**config.mk**
```make
export PLATFORM = sky130hd
export DESIGN_NAME = icmp_vlg_ping
export DESIGN_NICKNAME = d
export VERILOG_FILES = /design/src/rtl/icmp_vlg_ping.sv
export SDC_FILE = /design/constraint.sdc
export NUM_CORES = 1
export LEC_CHECK = 0
export BUFFER_PORTS_ARGS = -buffer_cell sky130_fd_sc_hd__clkbuf_2
export CAP_MARGIN = 0
export CORE_UTILIZATION = 40
export CTS_CLUSTER_SIZE = 28
export DETAILED_ROUTE_END_ITERATION = 16
export SLEW_MARGIN = 20
export SYNTH_ARGS = -nofsm -noshare
export SYNTH_HDL_FRONTEND = slang
export SYNTH_SLANG_ARGS = --single-unit
```
**constraint.sdc**
```tcl
create_clock -name clk_i -period 5.2 [get_ports clk_i]
set_input_delay 1.04 -clock clk_i [delete_from_list [all_inputs] [get_ports clk_i]]
set_output_delay 1.04 -clock clk_i [all_outputs]
set_load 0.01 [all_outputs]
```
**src/rtl/icmp_vlg_ping.sv**
```systemverilog
// ICMP echo-request initiator: builds a type-8 request, waits for the matching type-0 reply, reports ok/timeout and RTT.
// Define ICMP_PING_CHECKSUM_CHK_EN to also require a valid ones'-complement checksum on received replies.
module icmp_vlg_ping #(
    parameter int          PAYLOAD_LEN   = 32,
    parameter int          TIMEOUT_TICKS = 1_000_000,
    parameter logic [15:0] ICMP_ID       = 16'h4556
) (
    input  logic        clk_i,
    input  logic        rst_ni,
    input  logic [31:0] dev_ipv4_i,
    input  logic        req_i,
    input  logic [31:0] dst_ipv4_i,
    output logic        busy_o,
    output logic        done_o,
    output logic        ok_o,
    output logic [31:0] rtt_o,
    output logic [15:0] seq_o,
    output logic [7:0]  tx_dat_o,
    output logic        tx_val_o,
    output logic        tx_sof_o,
    output logic        tx_eof_o,
    input  logic        tx_rdy_i,
    output logic [31:0] tx_src_ip_o,
    output logic [31:0] tx_dst_ip_o,
    output logic [7:0]  tx_proto_o,
    output logic [15:0] tx_len_o,
    input  logic [7:0]  rx_dat_i,
    input  logic        rx_val_i,
    input  logic        rx_sof_i,
    input  logic        rx_eof_i,
    input  logic        rx_err_i,
    input  logic [31:0] rx_src_ip_i,
    input  logic [7:0]  rx_proto_i
);
    localparam logic [10:0] FRAME_LEN = 11'(8 + PAYLOAD_LEN);
    localparam logic [10:0] FRAME_LST = 11'(7 + PAYLOAD_LEN);
    localparam logic [10:0] PREP_LST  = 11'(PAYLOAD_LEN - 1);
    localparam logic [31:0] TIMEOUT   = 32'(TIMEOUT_TICKS);

    typedef enum logic [1:0] {IDLE, PREP, SEND, WAIT} state_t;

    function automatic logic [15:0] add1c(input logic [15:0] a, input logic [15:0] b);
        logic [16:0] s;
        s = {1'b0, a} + {1'b0, b};
        return s[15:0] + {15'd0, s[16]};
    endfunction

    state_t      state_q, state_d;
    logic [10:0] cnt_q, cnt_d;
    logic [15:0] sum_q, sum_d;
    logic [31:0] dst_q, dst_d;
    logic [31:0] src_q, src_d;
    logic [31:0] rtt_cnt_q, rtt_cnt_d;
    logic        done_q, done_d;
    logic        ok_q, ok_d;
    logic [31:0] rtt_q, rtt_d;
    logic [15:0] seq_q, seq_d;

    logic        rx_act_q, rx_act_d;
    logic [10:0] rx_idx_q, rx_idx_d;
    logic        rx_good_q, rx_good_d;
    logic        rx_match;

    logic [15:0] cksum;
    logic [10:0] pay_idx;
    logic [31:0] elapsed;

    assign cksum = ~sum_q;

    // ---------------- TX byte stream ----------------
    always_comb begin
        tx_val_o = 1'b0;
        tx_sof_o = 1'b0;
        tx_eof_o = 1'b0;
        tx_dat_o = 8'h00;
        pay_idx  = cnt_q - 11'd8;
        if (state_q == SEND) begin
            tx_val_o = 1'b1;
            tx_sof_o = (cnt_q == 11'd0);
            tx_eof_o = (cnt_q == FRAME_LST);
            case (cnt_q)
                11'd0:   tx_dat_o = 8'h08;
                11'd1:   tx_dat_o = 8'h00;
                11'd2:   tx_dat_o = cksum[15:8];
                11'd3:   tx_dat_o = cksum[7:0];
                11'd4:   tx_dat_o = ICMP_ID[15:8];
                11'd5:   tx_dat_o = ICMP_ID[7:0];
                11'd6:   tx_dat_o = seq_q[15:8];
                11'd7:   tx_dat_o = seq_q[7:0];
                default: tx_dat_o = pay_idx[7:0] ^ seq_q[7:0];
            endcase
        end
    end

    // ---------------- RX reply matcher ----------------
    logic [10:0] rx_byte_idx;
    logic [10:0] rx_pay_idx;
    logic        rx_byte_ok;
    logic        rx_frame_on;
    logic        rx_good;
    logic        cks_ok;
`ifdef ICMP_PING_CHECKSUM_CHK_EN
    logic [15:0] rx_acc_q, rx_acc_d;
    logic [7:0]  rx_hi_q, rx_hi_d;
    logic [15:0] acc_base, acc_word, acc_next;
`endif

    always_comb begin
        rx_act_d    = rx_act_q;
        rx_idx_d    = rx_idx_q;
        rx_good_d   = rx_good_q;
        rx_match    = 1'b0;
        rx_byte_idx = rx_sof_i ? 11'd0 : rx_idx_q;
        rx_pay_idx  = rx_byte_idx - 11'd8;
        case (rx_byte_idx)
            11'd0:   rx_byte_ok = (rx_dat_i == 8'h00);
            11'd1:   rx_byte_ok = (rx_dat_i == 8'h00);
            11'd2:   rx_byte_ok = 1'b1;
            11'd3:   rx_byte_ok = 1'b1;
            11'd4:   rx_byte_ok = (rx_dat_i == ICMP_ID[15:8]);
            11'd5:   rx_byte_ok = (rx_dat_i == ICMP_ID[7:0]);
            11'd6:   rx_byte_ok = (rx_dat_i == seq_q[15:8]);
            11'd7:   rx_byte_ok = (rx_dat_i == seq_q[7:0]);
            default: rx_byte_ok = (rx_dat_i == (rx_pay_idx[7:0] ^ seq_q[7:0]));
        endcase
        // header metadata qualifies the frame once, at its first byte
        rx_frame_on = rx_sof_i ? ((rx_proto_i == 8'd1) && (rx_src_ip_i == dst_q)) : rx_act_q;
        rx_good     = (rx_sof_i || rx_good_q) && rx_byte_ok && (rx_byte_idx < FRAME_LEN);
`ifdef ICMP_PING_CHECKSUM_CHK_EN
        rx_acc_d = rx_acc_q;
        rx_hi_d  = rx_hi_q;
        acc_base = rx_sof_i ? 16'h0000 : rx_acc_q;
        acc_word = rx_byte_idx[0] ? {rx_hi_q, rx_dat_i} : {rx_dat_i, 8'h00};
        acc_next = add1c(acc_base, acc_word);
        cks_ok   = (acc_next == 16'hFFFF);
`else
        cks_ok = 1'b1;
`endif
        if (state_q != WAIT) begin
            rx_act_d = 1'b0;
        end else if (rx_val_i && rx_frame_on) begin
            if (rx_eof_i) begin
                rx_act_d = 1'b0;
                rx_match = rx_good && (rx_byte_idx == FRAME_LST) && !rx_err_i && cks_ok;
            end else begin
                rx_act_d  = 1'b1;
                rx_idx_d  = rx_byte_idx + 11'd1;
                rx_good_d = rx_good;
`ifdef ICMP_PING_CHECKSUM_CHK_EN
                if (rx_byte_idx[0]) begin
                    rx_acc_d = acc_next;
                end else begin
                    rx_acc_d = acc_base;
                    rx_hi_d  = rx_dat_i;
                end
`endif
            end
        end else if (rx_val_i && rx_sof_i) begin
            rx_act_d = 1'b0;
        end
    end

    // ---------------- control FSM ----------------
    always_comb begin
        state_d   = state_q;
        cnt_d     = cnt_q;
        sum_d     = sum_q;
        dst_d     = dst_q;
        src_d     = src_q;
        rtt_cnt_d = rtt_cnt_q;
        done_d    = 1'b0;
        ok_d      = ok_q;
        rtt_d     = rtt_q;
        seq_d     = seq_q;
        elapsed   = (rtt_cnt_q == 32'hFFFF_FFFF) ? rtt_cnt_q : rtt_cnt_q + 32'd1;
        case (state_q)
            IDLE: begin
                if (req_i && !done_q) begin
                    dst_d   = dst_ipv4_i;
                    src_d   = dev_ipv4_i;
                    sum_d   = add1c(add1c(16'h0800, ICMP_ID), seq_q);
                    cnt_d   = 11'd0;
                    state_d = PREP;
                end
            end
            PREP: begin
                // odd byte completes a payload word; its high byte has index cnt-1
                if (cnt_q[0]) begin
                    sum_d = add1c(sum_q, {{cnt_q[7:1], 1'b0} ^ seq_q[7:0], cnt_q[7:0] ^ seq_q[7:0]});
                end
                if (cnt_q == PREP_LST) begin
                    cnt_d   = 11'd0;
                    state_d = SEND;
                end else begin
                    cnt_d = cnt_q + 11'd1;
                end
            end
            SEND: begin
                if (tx_rdy_i) begin
                    if (cnt_q == FRAME_LST) begin
                        cnt_d     = 11'd0;
                        rtt_cnt_d = 32'd0;
                        state_d   = WAIT;
                    end else begin
                        cnt_d = cnt_q + 11'd1;
                    end
                end
            end
            WAIT: begin
                rtt_cnt_d = elapsed;
                if (rx_match) begin
                    done_d  = 1'b1;
                    ok_d    = 1'b1;
                    rtt_d   = elapsed;
                    seq_d   = seq_q + 16'd1;
                    state_d = IDLE;
                end else if (elapsed >= TIMEOUT) begin
                    done_d  = 1'b1;
                    ok_d    = 1'b0;
                    rtt_d   = TIMEOUT;
                    seq_d   = seq_q + 16'd1;
                    state_d = IDLE;
                end
            end
            default: state_d = IDLE;
        endcase
    end

    always_ff @(posedge clk_i or negedge rst_ni) begin
        if (!rst_ni) begin
            state_q   <= IDLE;
            cnt_q     <= 11'd0;
            sum_q     <= 16'd0;
            dst_q     <= 32'd0;
            src_q     <= 32'd0;
            rtt_cnt_q <= 32'd0;
            done_q    <= 1'b0;
            ok_q      <= 1'b0;
            rtt_q     <= 32'd0;
            seq_q     <= 16'd0;
            rx_act_q  <= 1'b0;
            rx_idx_q  <= 11'd0;
            rx_good_q <= 1'b0;
`ifdef ICMP_PING_CHECKSUM_CHK_EN
            rx_acc_q  <= 16'd0;
            rx_hi_q   <= 8'd0;
`endif
        end else begin
            state_q   <= state_d;
            cnt_q     <= cnt_d;
            sum_q     <= sum_d;
            dst_q     <= dst_d;
            src_q     <= src_d;
            rtt_cnt_q <= rtt_cnt_d;
            done_q    <= done_d;
            ok_q      <= ok_d;
            rtt_q     <= rtt_d;
            seq_q     <= seq_d;
            rx_act_q  <= rx_act_d;
            rx_idx_q  <= rx_idx_d;
            rx_good_q <= rx_good_d;
`ifdef ICMP_PING_CHECKSUM_CHK_EN
            rx_acc_q  <= rx_acc_d;
            rx_hi_q   <= rx_hi_d;
`endif
        end
    end

    assign busy_o      = (state_q != IDLE);
    assign done_o      = done_q;
    assign ok_o        = ok_q;
    assign rtt_o       = rtt_q;
    assign seq_o       = seq_q;
    assign tx_src_ip_o = src_q;
    assign tx_dst_ip_o = dst_q;
    assign tx_proto_o  = 8'd1;
    assign tx_len_o    = {5'd0, FRAME_LEN};

endmodule

```
==> results of run 1 <==
-- sequential cells by signal, indices dropped and copies added (netlist names), 2 cells and up --
name         flops
tx_src_ip_o     32
rx_idx_q        11
rtt_o           32
rtt_cnt_q       32
cnt_q           11
tx_dst_ip_o     32
sum_q           16
state_q          2
seq_o           16
-- worst paths after layout --
path / startpoint / endpoint / slack [ns] / cells after the start
max: cnt_q[0]$_DFFE_PN0P_ / sum_q[14]$_DFFE_PN0P_ / 0.60 / 19
min: rtt_o[28]$_DFFE_PN0P_ / rtt_o[28]$_DFFE_PN0P_ / 0.48 / 2
max reg2reg: cnt_q[0]$_DFFE_PN0P_ / sum_q[14]$_DFFE_PN0P_ / 0.60 / 19
min reg2reg: rtt_o[28]$_DFFE_PN0P_ / rtt_o[28]$_DFFE_PN0P_ / 0.48 / 2
max in group asynchronous: rst_ni / rx_idx_q[0]$_DFFE_PN0P_ / 3.85 / 2
min in group asynchronous: rst_ni / tx_src_ip_o[8]$_DFFE_PN0P_ / 0.57 / 1
-- synthesized netlist by cell type, types with 11 or more instances --
cell type / number
clkbuf_1: 65
nor3_1: 44
o21ai_2: 20
or3_1: 11
a21oi_1: 59
o21ai_0: 112
inv_1: 45
xnor2_1: 64
ha_1: 37
nand3_1: 35
xor2_1: 58
and3_1: 18
nor2b_1: 11
buf_2: 17
nor4_1: 26
o22ai_1: 15
nor2_1: 90
mux2_2: 69
a31oi_1: 13
o31ai_1: 27
a211oi_1: 12
buf_4: 27
nand4_1: 37
dfrtp_1: 188
nand2_1: 152
-- final cells by class --
class	count	area [µm²]
diodes	1	2.50
clock buffers	19	453
clock inverters	13	158
fillers	3007	16100
inverters	49	184
multi-input cells	1095	7240
flip-flops and latches	188	4700
well taps	396	495
repair buffers	272	1470
-- worst min-delay path: stages (launching register included) --
cell     delay (ns)
dfrtp_1        0.34
nand2_1        0.06
o21ai_2        0.05
-- per-stage QoR --
| step | util, % | hold WS [ns] | cells |
|---|---|---|---|
| after floorplan | - | 0.448 | 1447 |
| final | 47.7 | 0.480 | 2033 |
| after CTS | 47.6 | 0.488 | 2031 |
| after detailed placement | 45.6 | 0.471 | 1999 |
| after global placement | 45.6 | 0.463 | 1999 |
| after global routing | 47.7 | 0.507 | 2033 |
-- kinds of logic (layout without fill, tap and decap cells) --
family | count (synthesis) | count (layout) | share of synthesized area [%]
and+or+nand+nor | 484 | 484 | 19.4
AOI/OAI and AO/OA | 348 | 348 | 17.9
DFF | 188 | 188 | 37.3
buffers and inverters | 164 | 353 | 6.09
xor gates and xnor gates | 122 | 122 | 8.47
muxes | 79 | 79 | 6.95
adders and majority gates | 38 | 38 | 3.83
other | 2 | 25 | 0.0595
-- power by group through the flow --
stage	Clock, W	Sequential, W	Combinational (W)
floorplan	0	0.00217	0.00160
global placement	0	0.00213	0.00246
detailed placement	0	0.00214	0.00249
CTS	0.00141	0.00212	0.00251
global route	0.00146	0.00217	0.00277
finish	0.00138	0.00212	0.00250
-- metal layers --
layer	vias to the layer above	part of all wire (%)	wire [µm]	global-route usage [%]
met1	5400	43	16200	29.9
met2	387	49	18600	40.5
met3	66	5.6	2140	4.09
met4	0	2.9	1110	9.34
li1	5471	-	-	-
met5	-	0	0	0
-- cells in the final DEF (no fill, tap or decap), drive strengths merged, types with 9 or more instances in the layout --
cell type | synthesis | final
conb | 2 | 24
a21o | 9 | 9
nor2b | 11 | 11
nand4 | 38 | 38
o31ai | 27 | 27
a211oi | 12 | 12
mux2i | 10 | 10
o21a | 10 | 10
nor3 | 45 | 45
nor2 | 91 | 91
xnor2 | 64 | 64
nand3 | 35 | 35
dfrtp | 188 | 188
clkbuf | 65 | 264
and3 | 19 | 19
o22ai | 15 | 15
clkinv | 3 | 10
buf | 50 | 27
a31oi | 13 | 13
ha | 37 | 37
nand2 | 152 | 152
o21ai | 132 | 132
or3 | 12 | 12
nor4 | 29 | 29
nand2b | 10 | 10
xor2 | 58 | 58
a21oi | 60 | 60
mux2 | 69 | 69
inv | 46 | 49
==> results.ini, run 1 <==
[power]
p_switching_w=0.00238
ir_drop_mv=0.260
pwr-share-seq_pct=35.4
total_power_w=0.00599
pwr-share-clk_pct=22.9
p_per_area_mw_per_mm2=407
p_int_w=0.00361
sw_frac_of_total_pct=39.7
p_leak_nw=6.66
share_comb_of_total_power_pct=41.7

[layout]
num-nets-final=1781
layout-drive-gt1-share_pct=25.6
area_growth_pct=16.5
fin_area_mm2=0.0147

[clocking]
cts_made_buffers=17
cts_tree=built
cts_resized=0
postCtsHoldBufs=0
clock_sinks=188
clockRootBuffer=clkbuf_16
worstSkewPairLatency_ns=0.44
clockBufferDepth=2
postCtsSetupBuffers=0
htreeDepth=4
cts.clk_slew.worst_paths_ns=0.08

[sta]
rsz0062_at_grt=false
setup_slack_ns=0.604
setup_violations=0
setup_tns_ns=0
tightest_slew_ns=0.900
clock.fmax_mhz=218
finalCritPeriodShare_pct=88.4
fin_crit_ns=4.60
drv_slew=0
hold_viol_final=0
slew_headroom_pct=40.0
finClkSkew_ns=0.00993

[setup_path]
slowest_delay_ns=0.54
required_ns=5.48
cpMostUsedCell=ha_1
cp_top_family=compound AO/OA/AOI/OAI gates
worstPathMaxFanout=9
cp_slowest_cell=dfrtp_1
end_kind=flop
path_buf_inv=1
crit_path_cell_trace=xor2_1, ha_1, inv_1, fa_1, nor2b_1, o31a_1, o21bai_1, a21oi_1, a211oi_1, a22oi_1, a21o_1, a21o_1, ha_1, ha_1, nand2_1, nor4_1, nand3_1, nand4_1, o311ai_0
cp_data_arrival_time_ns=4.87
cp-start-kind=flop
crit_type=reg -> reg

[drt]
dr.pass1.iters=11
vias=11300
avgViaCountPerCell=5.57
wl_per_cell_um=18.7
drc_errors=6
wirelength_um=38000
antenna_left=0
drt-initial-drc-count=894

[place]
io_buffers=245
place_congestion=0.914
dpl_cell_area_mm2=0.0141
pre_cts_ws_ns=0.570
place_hpwl_um=28400

[synthesis]
synthCells=1425
synth_edf_count=0
synth_area_leaders=dfrtp_1 37%, mux2_2 6.2%, nand2_1 4.5%
ys_ff_latch=188
ys_types=86
avgSynthCellArea_um2=8.85
synthArstFlopShare_pct=100
synth_warnings=0
yosysTopAreaCellShare_pct=37.3
syn-cell-area_mm2=0.0126
yosys.area.top_type=dfrtp_1
synth_ff_type=dfrtp_1
synth-seq-area-share_pct=37.3

[job]
maxCapViolations=0

[floorplan]
initial_core_util_pct=40.9
dieArea_mm2=0.0323
ioPinCount=270
core_mm2=0.0308
rows=64
die_y_um=180
die_w_um=180

[min_path]
hold_path.class=reg -> reg

[global_routing]
grt_pass1_wl_um=61000
grt_antenna_before_repair=1
grtUsageTotal_pct=23.7
grt_max_degree=121
grt-ovfl-total=0
grt_pass1_vias=11100

[outcome]
failed_checks=design-rule violations
status=finished with violations

No activity file was read; power rests on OpenSTA's default activity.
==> run 2, diff against run 1 <==
- BUFFER_PORTS_ARGS: -buffer_cell sky130_fd_sc_hd__clkbuf_2 -> -buffer_cell sky130_fd_sc_hd__buf_4
==> run 2 against run 1 <==
The flow still finishes with violations (design-rule violations); final area is 3.7% higher; register-to-register slack better by 0.06 ns; worst setup slack better by 0.059 ns; wire length is 2.9% higher; via count is 1.6% higher; sequential cell count stayed put; worst hold slack better by 0.0026 ns; largest power group unchanged.
==> results.ini, run 2 (synthesis results as in run 1) <==
[sta]
setup_slack_ns=0.663  ; +0.0590 ns
finClkSkew_ns=0.0137  ; +0.00380 ns
rsz0062_at_grt=false
timing.hold.ws_ns=0.483  ; +0.00256 ns
drv_slew=0  ; unchanged
setup_tns_ns=0  ; unchanged
hold_viol_final=0  ; unchanged
finalCritPeriodShare_pct=87.3  ; -1.1 points
setup_violations=0  ; unchanged
slew_headroom_pct=36.6  ; -3.4 points
tightest_slew_ns=0.951  ; +0.0511 ns
fin_crit_ns=4.54  ; -0.0590 ns
clock.fmax_mhz=220  ; +1.3%

[job]
maxCapViolations=0  ; unchanged

[global_routing]
grtUsageTotal_pct=24.1  ; +0.33 points
met3_usage_pct=5.11  ; +1.0 points
grt.busiest_layer=met2
gr-usage-met2_pct=42.1  ; +1.6 points
met1_usage_pct=29.5  ; -0.37 points
grt_max_degree=111  ; -8.3%
grt_antenna_before_repair=0  ; -1
grt-ovfl-total=0  ; unchanged
grt_pass1_wl_um=61700  ; +1.2%
grt_pass1_vias=11100  ; +0.25%

[clocking]
cts.clk_slew.worst_paths_ns=0.07  ; about the same
postCtsHoldBufs=0  ; unchanged
clock_sinks=188  ; unchanged
worstSkewPairLatency_ns=0.44  ; about the same
clockBufferDepth=2  ; unchanged
clockRootBuffer=clkbuf_16
cts_tree=built
cts_made_buffers=17  ; unchanged
htreeDepth=4  ; unchanged
postCtsSetupBuffers=0  ; unchanged
cts_resized=0  ; unchanged

[drt]
avgViaCountPerCell=5.68  ; +1.9%
antenna_left=0  ; unchanged
wl_per_cell_um=19.3  ; +3.2%
drc_errors=4  ; -2
vias=11500  ; +1.6%
wirelength_um=39100  ; +2.9%
drt-initial-drc-count=778  ; -13%
dr.pass1.iters=12  ; +1

[power]
ir_drop_mv=0.302  ; +16%
sw_frac_of_total_pct=38.4  ; -1.3 points
share_comb_of_total_power_pct=43.4  ; +1.7 points
pwr-share-clk_pct=22.1  ; -0.8 points
p_leak_nw=6.79  ; +1.9%
p_switching_w=0.00237  ; -0.52%
p_int_w=0.00379  ; +4.9%
pwr-share-seq_pct=34.5  ; -0.9 points
p_per_area_mw_per_mm2=404  ; -0.90%

[setup_path]
worstPathMaxFanout=23  ; +14
cp-start-kind=flop
crit_type=reg -> reg
cp_data_arrival_time_ns=4.87  ; about the same
required_ns=5.53  ; +0.05 ns
end_kind=flop

[layout]
mostFrequentLayoutCells=265 x buf_4, 188 x dfrtp_1, 152 x nand2_1, 112 x o21ai_0, 90 x nor2_1
num-nets-final=1776  ; -0.28%
register_area_mm2=0.00470  ; unchanged
area_growth_pct=20.8
diodes=0  ; -1
multi_input_area_mm2=0.00724  ; about the same
fin_area_mm2=0.0152  ; +3.7%
final_common_cell=buf_4
n_fill_cell=2957  ; -1.7%
layout-drive-gt1-share_pct=25.4  ; -0.17 points

[floorplan]
dieArea_mm2=0.0323  ; unchanged
core_mm2=0.0308  ; unchanged
die_w_um=180  ; unchanged
rows=64  ; unchanged
ioPinCount=270  ; unchanged
initial_core_util_pct=40.9  ; unchanged
die_y_um=180  ; unchanged

[place]
pre_cts_ws_ns=0.588  ; +0.0184 ns
io_buffers=245  ; unchanged
dpl_cell_area_mm2=0.0146  ; +4.1%
place_hpwl_um=29200  ; +2.7%
place_congestion=0.902  ; -1.3%

[outcome]
failed_checks=design-rule violations
status=finished with violations

[min_path]
hold_path.class=reg -> reg

run 2: cell types whose count changed in the layout (fill, tap and decap cells not counted), sizes merged:
cell,change
clkbuf,-243
buf,+239
clkinv,-4
clkinvlp,+2
diode,-1
inv,+1
run 2: stage by stage:
stage                     total power, W  instances  util [%]
after floorplan                  0.00377       1447         -
after global placement           0.00478       1995      47.5
after detailed placement         0.00482       1995      47.5
after CTS                        0.00620       2027      49.4
after global routing             0.00655       2027      49.5
final                            0.00616       2027      49.5
run 2: cell type report:
type	count	area share, %
Clock buffer	20	3.06
Timing Repair Buffer	267	13.3
Multi-Input combinational cell	1095	47.5
Inverter	49	1.21
Sequential cell	188	30.9
Tap cell	396	3.25
Clock inverter	12	0.870
run 2: worst max-delay path: stages (launching register included):
cell,delay (ns)
dfrtp_1,0.46
ha_1,0.26
nand3_1,0.26
nor3_2,0.52
o2111ai_2,0.36
nor2_1,0.22
xnor2_1,0.21
nand4b_1,0.18
or4_1,0.66
o21ai_4,0.56
buf_4,0.37
mux2_2,0.36
run 2: routing by layer:
layer | routed length (µm) | up-vias
met5 | 0 | -
met4 | 814 | 0
met3 | 2540 | 52
met2 | 19500 | 425
met1 | 16200 | 5563
li1 | - | 5464
run 2: power groups by stage:
stage / Clock, W / Sequential [W] / Combinational [W]
floorplan: 0 / 0.00217 / 0.00160
global placement: 0 / 0.00214 / 0.00265
detailed placement: 0 / 0.00215 / 0.00267
CTS: 0.00139 / 0.00213 / 0.00268
global route: 0.00145 / 0.00217 / 0.00293
finish: 0.00136 / 0.00213 / 0.00267
run 2: worst paths after layout:
| path | cells after the start | from | slack [ns] | end |
|---|---|---|---|---|
| setup / recovery | 11 | rtt_cnt_q[0]$_DFFE_PN0P_ | 0.66 | seq_o[1]$_DFFE_PN0P_ |
| hold / removal | 2 | ok_o$_DFFE_PN0P_ | 0.48 | ok_o$_DFFE_PN0P_ |
| setup reg to reg | 11 | rtt_cnt_q[0]$_DFFE_PN0P_ | 0.66 | seq_o[1]$_DFFE_PN0P_ |
| hold reg to reg | 2 | ok_o$_DFFE_PN0P_ | 0.48 | ok_o$_DFFE_PN0P_ |
| max in group asynchronous | 2 | rst_ni | 3.59 | sum_q[6]$_DFFE_PN0P_ |
| min in group asynchronous | 1 | rst_ni | 0.67 | tx_src_ip_o[10]$_DFFE_PN0P_ |
